$ cat src/rtl/chunked_add_seq_if.sv
// rtl/chunked_add_seq_if.sv - request/result bundle for the chunked sequential adder
interface chunked_add_seq_if #(
    parameter int N = 34
);
    logic         start;
    logic [N-1:0] x;
    logic [N-1:0] y;
    logic         cin;
    logic         busy;
    logic         done;
    logic [N-1:0] s;
    logic         cout;

    modport master (
        output start, x, y, cin,
        input  busy, done, s, cout
    );

    modport slave (
        input  start, x, y, cin,
        output busy, done, s, cout
    );
endinterface

$ cat src/rtl/chunked_add_seq.sv
// rtl/chunked_add_seq.sv - N-bit adder computed one CHUNK-wide slice per clock
module chunked_add_seq #(
    parameter int N     = 34,
    parameter int CHUNK = 16
) (
    input  logic              clk,
    input  logic              rst_n,
    chunked_add_seq_if.slave  bus
);
    localparam int NCH    = (N + CHUNK - 1) / CHUNK;
    localparam int W      = NCH * CHUNK;
    localparam int IW     = (NCH > 1) ? $clog2(NCH) : 1;
    localparam int LAST_W = N - (NCH - 1) * CHUNK;

    typedef enum logic [1:0] {IDLE, ADD, DONE} state_t;

    state_t          state_q, state_d;
    logic [IW-1:0]   idx_q, idx_d;
    logic            c_q, c_d;
    logic [W-1:0]    x_q, x_d;
    logic [W-1:0]    y_q, y_d;
    logic [N-1:0]    s_q, s_d;
    logic            cout_q, cout_d;
    logic [CHUNK:0]  slice_sum;
    int              shift;
    logic [N-1:0]    slice_mask;
    logic [N-1:0]    slice_bits;

    always_comb begin
        state_d    = state_q;
        idx_d      = idx_q;
        c_d        = c_q;
        x_d        = x_q;
        y_d        = y_q;
        s_d        = s_q;
        cout_d     = cout_q;
        shift      = int'(idx_q) * CHUNK;
        slice_sum  = {1'b0, CHUNK'(x_q >> shift)} + {1'b0, CHUNK'(y_q >> shift)}
                   + (CHUNK+1)'(c_q);
        // Operands are zero-padded to W bits; truncating to N drops slice bits above N-1.
        slice_mask = N'({{(W-CHUNK){1'b0}}, {CHUNK{1'b1}}} << shift);
        slice_bits = N'({{(W-CHUNK){1'b0}}, slice_sum[CHUNK-1:0]} << shift);

        case (state_q)
            IDLE: begin
                if (bus.start) begin
                    x_d     = W'(bus.x);
                    y_d     = W'(bus.y);
                    c_d     = bus.cin;
                    idx_d   = '0;
                    s_d     = '0;
                    cout_d  = 1'b0;
                    state_d = ADD;
                end
            end
            ADD: begin
                s_d = (s_q & ~slice_mask) | slice_bits;
                c_d = slice_sum[CHUNK];
                if (idx_q == IW'(NCH - 1)) begin
                    // In the last slice the carry into bit N sits just above the live bits.
                    cout_d  = slice_sum[LAST_W];
                    state_d = DONE;
                end else begin
                    idx_d = idx_q + 1'b1;
                end
            end
            DONE: begin
                state_d = IDLE;
            end
            default: begin
                state_d = IDLE;
            end
        endcase
    end

    always_ff @(posedge clk or negedge rst_n) begin
        if (!rst_n) begin
            state_q <= IDLE;
            idx_q   <= '0;
            c_q     <= 1'b0;
            x_q     <= '0;
            y_q     <= '0;
            s_q     <= '0;
            cout_q  <= 1'b0;
        end else begin
            state_q <= state_d;
            idx_q   <= idx_d;
            c_q     <= c_d;
            x_q     <= x_d;
            y_q     <= y_d;
            s_q     <= s_d;
            cout_q  <= cout_d;
        end
    end

    assign bus.busy = (state_q == ADD);
    assign bus.done = (state_q == DONE);
    assign bus.s    = s_q;
    assign bus.cout = cout_q;
endmodule

$ cat src/flat_wrapper.sv
// flat-port wrapper written by rule: the top's interface ports become plain ports
module chunked_add_seq_flat 
#(
    parameter int N     = 34,
    parameter int CHUNK = 16
)
  (clk, rst_n, bus_start, bus_x, bus_y, bus_cin, bus_busy, bus_done, bus_s, bus_cout);
  chunked_add_seq_if #(.N(N)) bus_i ();
  input  logic clk;
  input  logic rst_n;
  input wire logic [$bits(bus_i.start)-1:0] bus_start;
  input wire logic [$bits(bus_i.x)-1:0] bus_x;
  input wire logic [$bits(bus_i.y)-1:0] bus_y;
  input wire logic [$bits(bus_i.cin)-1:0] bus_cin;
  output wire logic [$bits(bus_i.busy)-1:0] bus_busy;
  output wire logic [$bits(bus_i.done)-1:0] bus_done;
  output wire logic [$bits(bus_i.s)-1:0] bus_s;
  output wire logic [$bits(bus_i.cout)-1:0] bus_cout;
  assign bus_i.start = bus_start;
  assign bus_i.x = bus_x;
  assign bus_i.y = bus_y;
  assign bus_i.cin = bus_cin;
  assign bus_busy = bus_i.busy;
  assign bus_done = bus_i.done;
  assign bus_s = bus_i.s;
  assign bus_cout = bus_i.cout;
  chunked_add_seq #(.N(N), .CHUNK(CHUNK)) u_core (.clk(clk), .rst_n(rst_n), .bus(bus_i));
endmodule
$ cat config.mk
export PLATFORM = sky130hd
export DESIGN_NAME = chunked_add_seq_flat
export DESIGN_NICKNAME = d
export VERILOG_FILES = /design/src/rtl/chunked_add_seq_if.sv /design/src/rtl/chunked_add_seq.sv /design/src/flat_wrapper.sv
export SDC_FILE = /design/constraint.sdc
export NUM_CORES = 1
export LEC_CHECK = 0
export ABC_AREA = 0
export BUFFER_PORTS_ARGS = -buffer_cell sky130_fd_sc_hd__buf_4
export CORE_UTILIZATION = 45
export DETAILED_ROUTE_END_ITERATION = 6
export GPL_TIMING_DRIVEN = 0
export PLACE_DENSITY = 0.67
export SLEW_MARGIN = 40
export SYNTH_ARGS = -nofsm -noshare
export SYNTH_HDL_FRONTEND = slang
export SYNTH_SLANG_ARGS = --single-unit
$ cat constraint.sdc
create_clock -name clk -period 4.05 [get_ports clk]
set_input_delay 0.81 -clock clk [delete_from_list [all_inputs] [get_ports clk]]
set_output_delay 0.81 -clock clk [all_outputs]
set_load 0.005 [all_outputs]
### After elaboration in Yosys (flattened, before gate mapping)

Cells that the tools add are included.

* memory bits (writable): 0
* latch bits: 0
* register bits after elaboration: 108
* word-level logic and storage cells: 43
* bits in read-only memories: 0
* memories: 0

* shift-type cells: 4
* bitwise operators: 3
* magnitude comparators: 0
* $add $sub $neg: 3
* mux-type cells: 13
* equality and inequality tests: 6
* div/mod/pow operators: 0
* reductions and logical operators: 7
* multipliers: 0

Operators with widths (number)
* $pmux 34 s2: 1
* $shr 34x6->16: 2
* $and 34x34->34: 1
* $mux 34: 1
* $not 34->34: 1
* $or 34x34->34: 1
* $shl 16x6->34: 1
* $shl 16x6->34 const A: 1
* $add 16x16->17: 1
* $add 17x1->17: 1
* $mux 2: 4
* $pmux 2 s2: 2
* $reduce_and 2->1: 3
* $reduce_and 3->1: 2
* $eq 2x2->1 const B: 2
* $ne 2x2->1 const B: 2
* $pmux 1 s2: 2
* $mux 1: 3
* $add 2x1->2 const B: 1
* $eq 2x1->1 const B: 1
* $logic_not 2->1: 1
* $ne 2x1->1 const B: 1
* $reduce_bool 2->1: 1

### Depth between registers and ports, before layout

* depth in word-level cells: 6
* gate-level depth with buffers: 13

### Least setup slack after synthesis

Ideal clock, no wire load.

* path kind: register to register
* from: reg u_core.idx_q[1]
* to: reg u_core.s_q[12], in the netlist u_core.bus.s[12]
* clock period less this slack: 2855 ps
* stages on the path, launching flop included: 12
* path slack: 1195 ps
* buffers on the path: 2
* data required time: 3928 ps
* arrival time: 2734 ps
* cells stage by stage: dfrtp_1 buf_2 clkbuf_1 o22ai_1 fa_1 inv_1 fa_1 nand2b_1 a21o_2 a31oi_1 or3_1 a32o_1

* longest elaborated chain between the ends: 6
* elaborated cells between the ends (all ways): 10

Ends and longest elaborated chain
* from (decl): RTL line chunked_add_seq.sv:18 `logic [IW-1:0] idx_q, idx_d;`
* from (signal assigned): RTL line chunked_add_seq.sv:87 `idx_q <= idx_d;`
* $shr 34x6->16: RTL line chunked_add_seq.sv:38 `slice_sum = {1'b0, CHUNK'(x_q >> shift)} + {1'b0, CHUNK'(y_q >> shift)}`
* $add 16x16->17: RTL line chunked_add_seq.sv:38
* $add 17x1->17: RTL line chunked_add_seq.sv:39 `+ (CHUNK+1)'(c_q);`
* $shl 16x6->34: RTL line chunked_add_seq.sv:42 `slice_bits = N'({{(W-CHUNK){1'b0}}, slice_sum[CHUNK-1:0]} << shift);`
* $or 34x34->34 (*): RTL line chunked_add_seq.sv:57 `s_d = (s_q & ~slice_mask) | slice_bits;`
* $pmux 34 s2 (*): RTL line chunked_add_seq.sv:44 `case (state_q)`
* to (signal assigned): RTL line chunked_add_seq.sv:83 `s_q <= '0;`
* to (signal assigned): RTL line chunked_add_seq.sv:91 `s_q <= s_d;`
* to (decl): RTL line chunked_add_seq.sv:22 `logic [N-1:0] s_q, s_d;`

Every way passes the cells marked *; elsewhere a longest branch is shown, timed or not.
A chain may end at the register's enable or synchronous reset.

### Final worst setup path

Ends and elaborated chain as after synthesis.

==> flow_summary_export.csv <==
group,metric,value,unit
logic_synthesis,yosys-top-cells-count,"108 x dfrtp_1, 68 x mux2_1, 41 x nor2_1, 33 x mux2i_1, 30 x nand2_1",
status,failed_checks,"DRC",
timing,finalCritPeriodShare,83.0,%
timing,finalClockSkew,9.74,ps
grt,met2_usage,32.2,%
worst_setup_path,r2r_start,"u_core.idx_q[1]",
worst_setup_path,critPathKind,"reg2reg",
timing,worst_slew_pin_slew,488,ps
power_and_ir_drop,p_sw,2.97,mW
place,numPortBuffers,108,
worst_setup_path,startpoint,"u_core.idx_q[1]",
power_and_ir_drop,comb_power_share,60.0,%
logic_synthesis,synth_top_area_cell,"dfrtp_1",
power_and_ir_drop,clockPowerShare,12.2,%
floorplanning,fp.dieH,112,um
hold_path,worstHoldPathType,"in2async",
floorplanning,io_pins,109,
logic_synthesis,syn_avg_cell_area,11.8,um^2
drt,drt-vias-per-instance,5.51,
worst_setup_path,slowest_stage,"fa_1",
worst_setup_path,cp_num_buf_inv,3,
clocking,htree_levels,3,
power_and_ir_drop,power_frac_seq,27.8,%
grt,use_met1,30.9,%
floorplanning,initial_core_util,46.8,%
power_and_ir_drop,p_total,6.76,mW
logic_synthesis,synth_edf_count,0,
logic_synthesis,netlist_area,0.00541,mm^2
drt,antenna_left,0,
worst_setup_path,critPathTopFamily,"buffers and inverters",
worst_setup_path,cp-start-kind,"flip-flop",
worst_setup_path,cp-end-kind,"flip-flop",
logic_synthesis,yosys.cell_types.count,52,
grt,grt_overflow,0,
grt,grt_pass1_wl,20.6,mm
drt,num_vias,4000,
logic_synthesis,synth-async-reset-ratio,100,%
clocking,clock_latency,340,ps
worst_setup_path,crit_top_cell,"fa_1",
logic_synthesis,ys_warn_count,0,
clocking,root_buffer,"clkbuf_16",
drt,finalWirelength,12.4,mm
floorplanning,rows,39,
power_and_ir_drop,intPower,3.80,mW
clocking,cts_buffer_depth,2,
logic_synthesis,synthCells,458,
finish,final_util,58.1,%
floorplanning,die_w,112,um
finish,diodes,0,
power_and_ir_drop,peakVddDrop,384,uV
clocking,cts_tree,"yes",
logic_synthesis,synth_most_common_cell,"dfrtp_1",
status,status,"finished, violations left",
place,dp_hpwl,9.43,mm
place,gp_congestion,0.852,
grt,grt_pass1_vias,3987,
grt,track_usage,21.1,%
drt,dr.pass1.iters,6,
clocking,holdBufCountCts,0,
worst_setup_path,cp_data_required_time,4270,ps
grt,gr-max-usage-layer,"met2",
worst_setup_path,cp_data_arrival_time,3590,ps
clocking,cts_buffers,9,
power_and_ir_drop,switching_share,43.9,%
worst_setup_path,rrSetupSlack,690,ps
clocking,cts.sinks,108,
finish,final_nets,670,
grt,antenna_found_initial,0,
drt,drtIter0Drc,216,
logic_synthesis,synth_top_area_share,49.9,%
timing,fin_setup_tns,0,ps
timing,max-slew-margin-rel,67.4,%
timing,timing.fmax,297,MHz
logic_synthesis,ys_seq_area_share,49.9,%
drt,drc_errors,7,
timing,finalCriticalPeriod,3360,ps
timing,report.final.slew_viol_count,0,
power_and_ir_drop,p_per_area,1010,mW/mm^2
clocking,post_cts_buffers,0,
clocking,path_clk_slew,70,ps
timing,hold_viol,0,
finish,area_growth_syn_to_layout,24.0,%
timing,setup_viol_count_final,0,
grt,grt_max_degree,109,
finish,drive_gt1_share,25.9,%
logic_synthesis,netlist_top_cells_area,"dfrtp_1 50%, mux2_1 14%, mux2i_1 6.1%, ha_1 4.2%, a22o_1 2.9%",
power_and_ir_drop,leakagePower,3.13,nW
timing,rsz0062_at_grt,"false",
floorplanning,fp.coreArea,0.0116,mm^2
grt,use_met3,3.92,%
clocking,ctsResizeCount,0,
floorplanning,die-area,0.0125,mm^2
logic_synthesis,syn-num-nets,550,
worst_setup_path,path_cells,"buf_2 -> clkbuf_1 -> o22ai_1 -> fa_1 -> inv_1 -> fa_1 -> nand2b_1 -> a21o_2 -> a31oi_1 -> or3_1 -> a32o_1",
drt,wl_per_cell,17.1,um
flow_run,cap_viol_max_count,0,
finish,fillCellCount,961,
worst_setup_path,critPathMaxStageDelay,470,ps
logic_synthesis,synth-seq-cells,108,
logic_synthesis,ys_dominant_reg_cell,"dfrtp_1",
worst_setup_path,crit_fanout,10,
==> power groups by stage <==
stage	combinational (mW)	sequential (mW)	clock (mW)
finish	4.06	1.88	0.824
global route	4.49	1.95	0.888
CTS	4.06	1.88	0.840
detailed placement	4.03	1.90	0
global placement	3.94	1.88	0
floorplan	2.92	1.83	0
==> final timing paths <==
| kind | to | cells after the start |
|---|---|---|
| max in group asynchronous | u_core.x_q[5] | 2 |
| min | u_core.bus.s[0] | 1 |
| max | u_core.bus.s[12] | 11 |
| max reg2reg | u_core.bus.s[12] | 11 |
| min reg2reg | u_core.y_q[22] | 1 |
| min in group clk | u_core.y_q[22] | 1 |
==> cell families (layout without fill, tap and decap cells) <==
family,after synthesis,count (layout),synth area share [%]
AOI/OAI and AO/OA,98,98,13.4
xor gates and xnor gates,8,8,1.29
adders and majority gates,20,20,4.90
buffers and inverters,31,156,2.61
DFF,108,108,49.9
muxes,101,101,20.2
and+or+nand+nor,92,92,7.65
==> cell type report <==
type	instances	area (um^2)	share of cell area, %
buffer	20	100	1.49
clock buffer	10	229	3.41
clock inverter	6	47.5	0.708
inverter	11	41.3	0.615
multi-input combinational	319	2570	38.3
sequential	108	2700	40.3
tap	143	179	2.66
timing repair buffer	109	846	12.6
==> cells in the final DEF, fill, tap and decap left out, types with 8 or more instances in the layout <==
cell type	netlist	routed
a32o_1	8	8
mux2_1	68	68
clkbuf_16	0	9
o21ai_1	9	9
inv_1	9	9
o21ai_0	11	11
a21oi_1	18	18
ha_1	18	18
a22o_1	18	18
mux2i_1	33	33
dfrtp_1	108	108
buf_4	3	110
buf_2	11	11
nor2_1	41	41
nand2_1	30	30
==> state kept, by name, indices dropped and copies added (netlist names) <==
register	cells
u_core.bus.cout	1
u_core.bus.s	34
u_core.c_q	1
u_core.idx_q	2
u_core.state_q	2
u_core.x_q	34
u_core.y_q	34
==> routing by layer <==
layer | part of all wire (%) | vias to the layer above | wire [um]
met5 | 0 | - | 0
met4 | 1.4 | 0 | 172
met3 | 4.5 | 15 | 562
met2 | 45 | 118 | 5530
met1 | 49 | 1958 | 6130
li1 | - | 1909 | -
==> through the flow <==
| step | cell area [um^2] | hold slack (ps) | worst slack [ps] | cells |
|---|---|---|---|---|
| 6_report | 6710 | 374 | 687 | 726 |
| 5_1_grt | 6710 | 398 | 536 | 726 |
| 4_1_cts | 6690 | 490 | 702 | 725 |
| 3_5_place_dp | 6410 | 475 | 726 | 709 |
| 3_3_place_gp | 6400 | 467 | 825 | 709 |
| 2_1_floorplan | 5410 | 457 | 1190 | 458 |
Power figures use the tool's default switching activity.
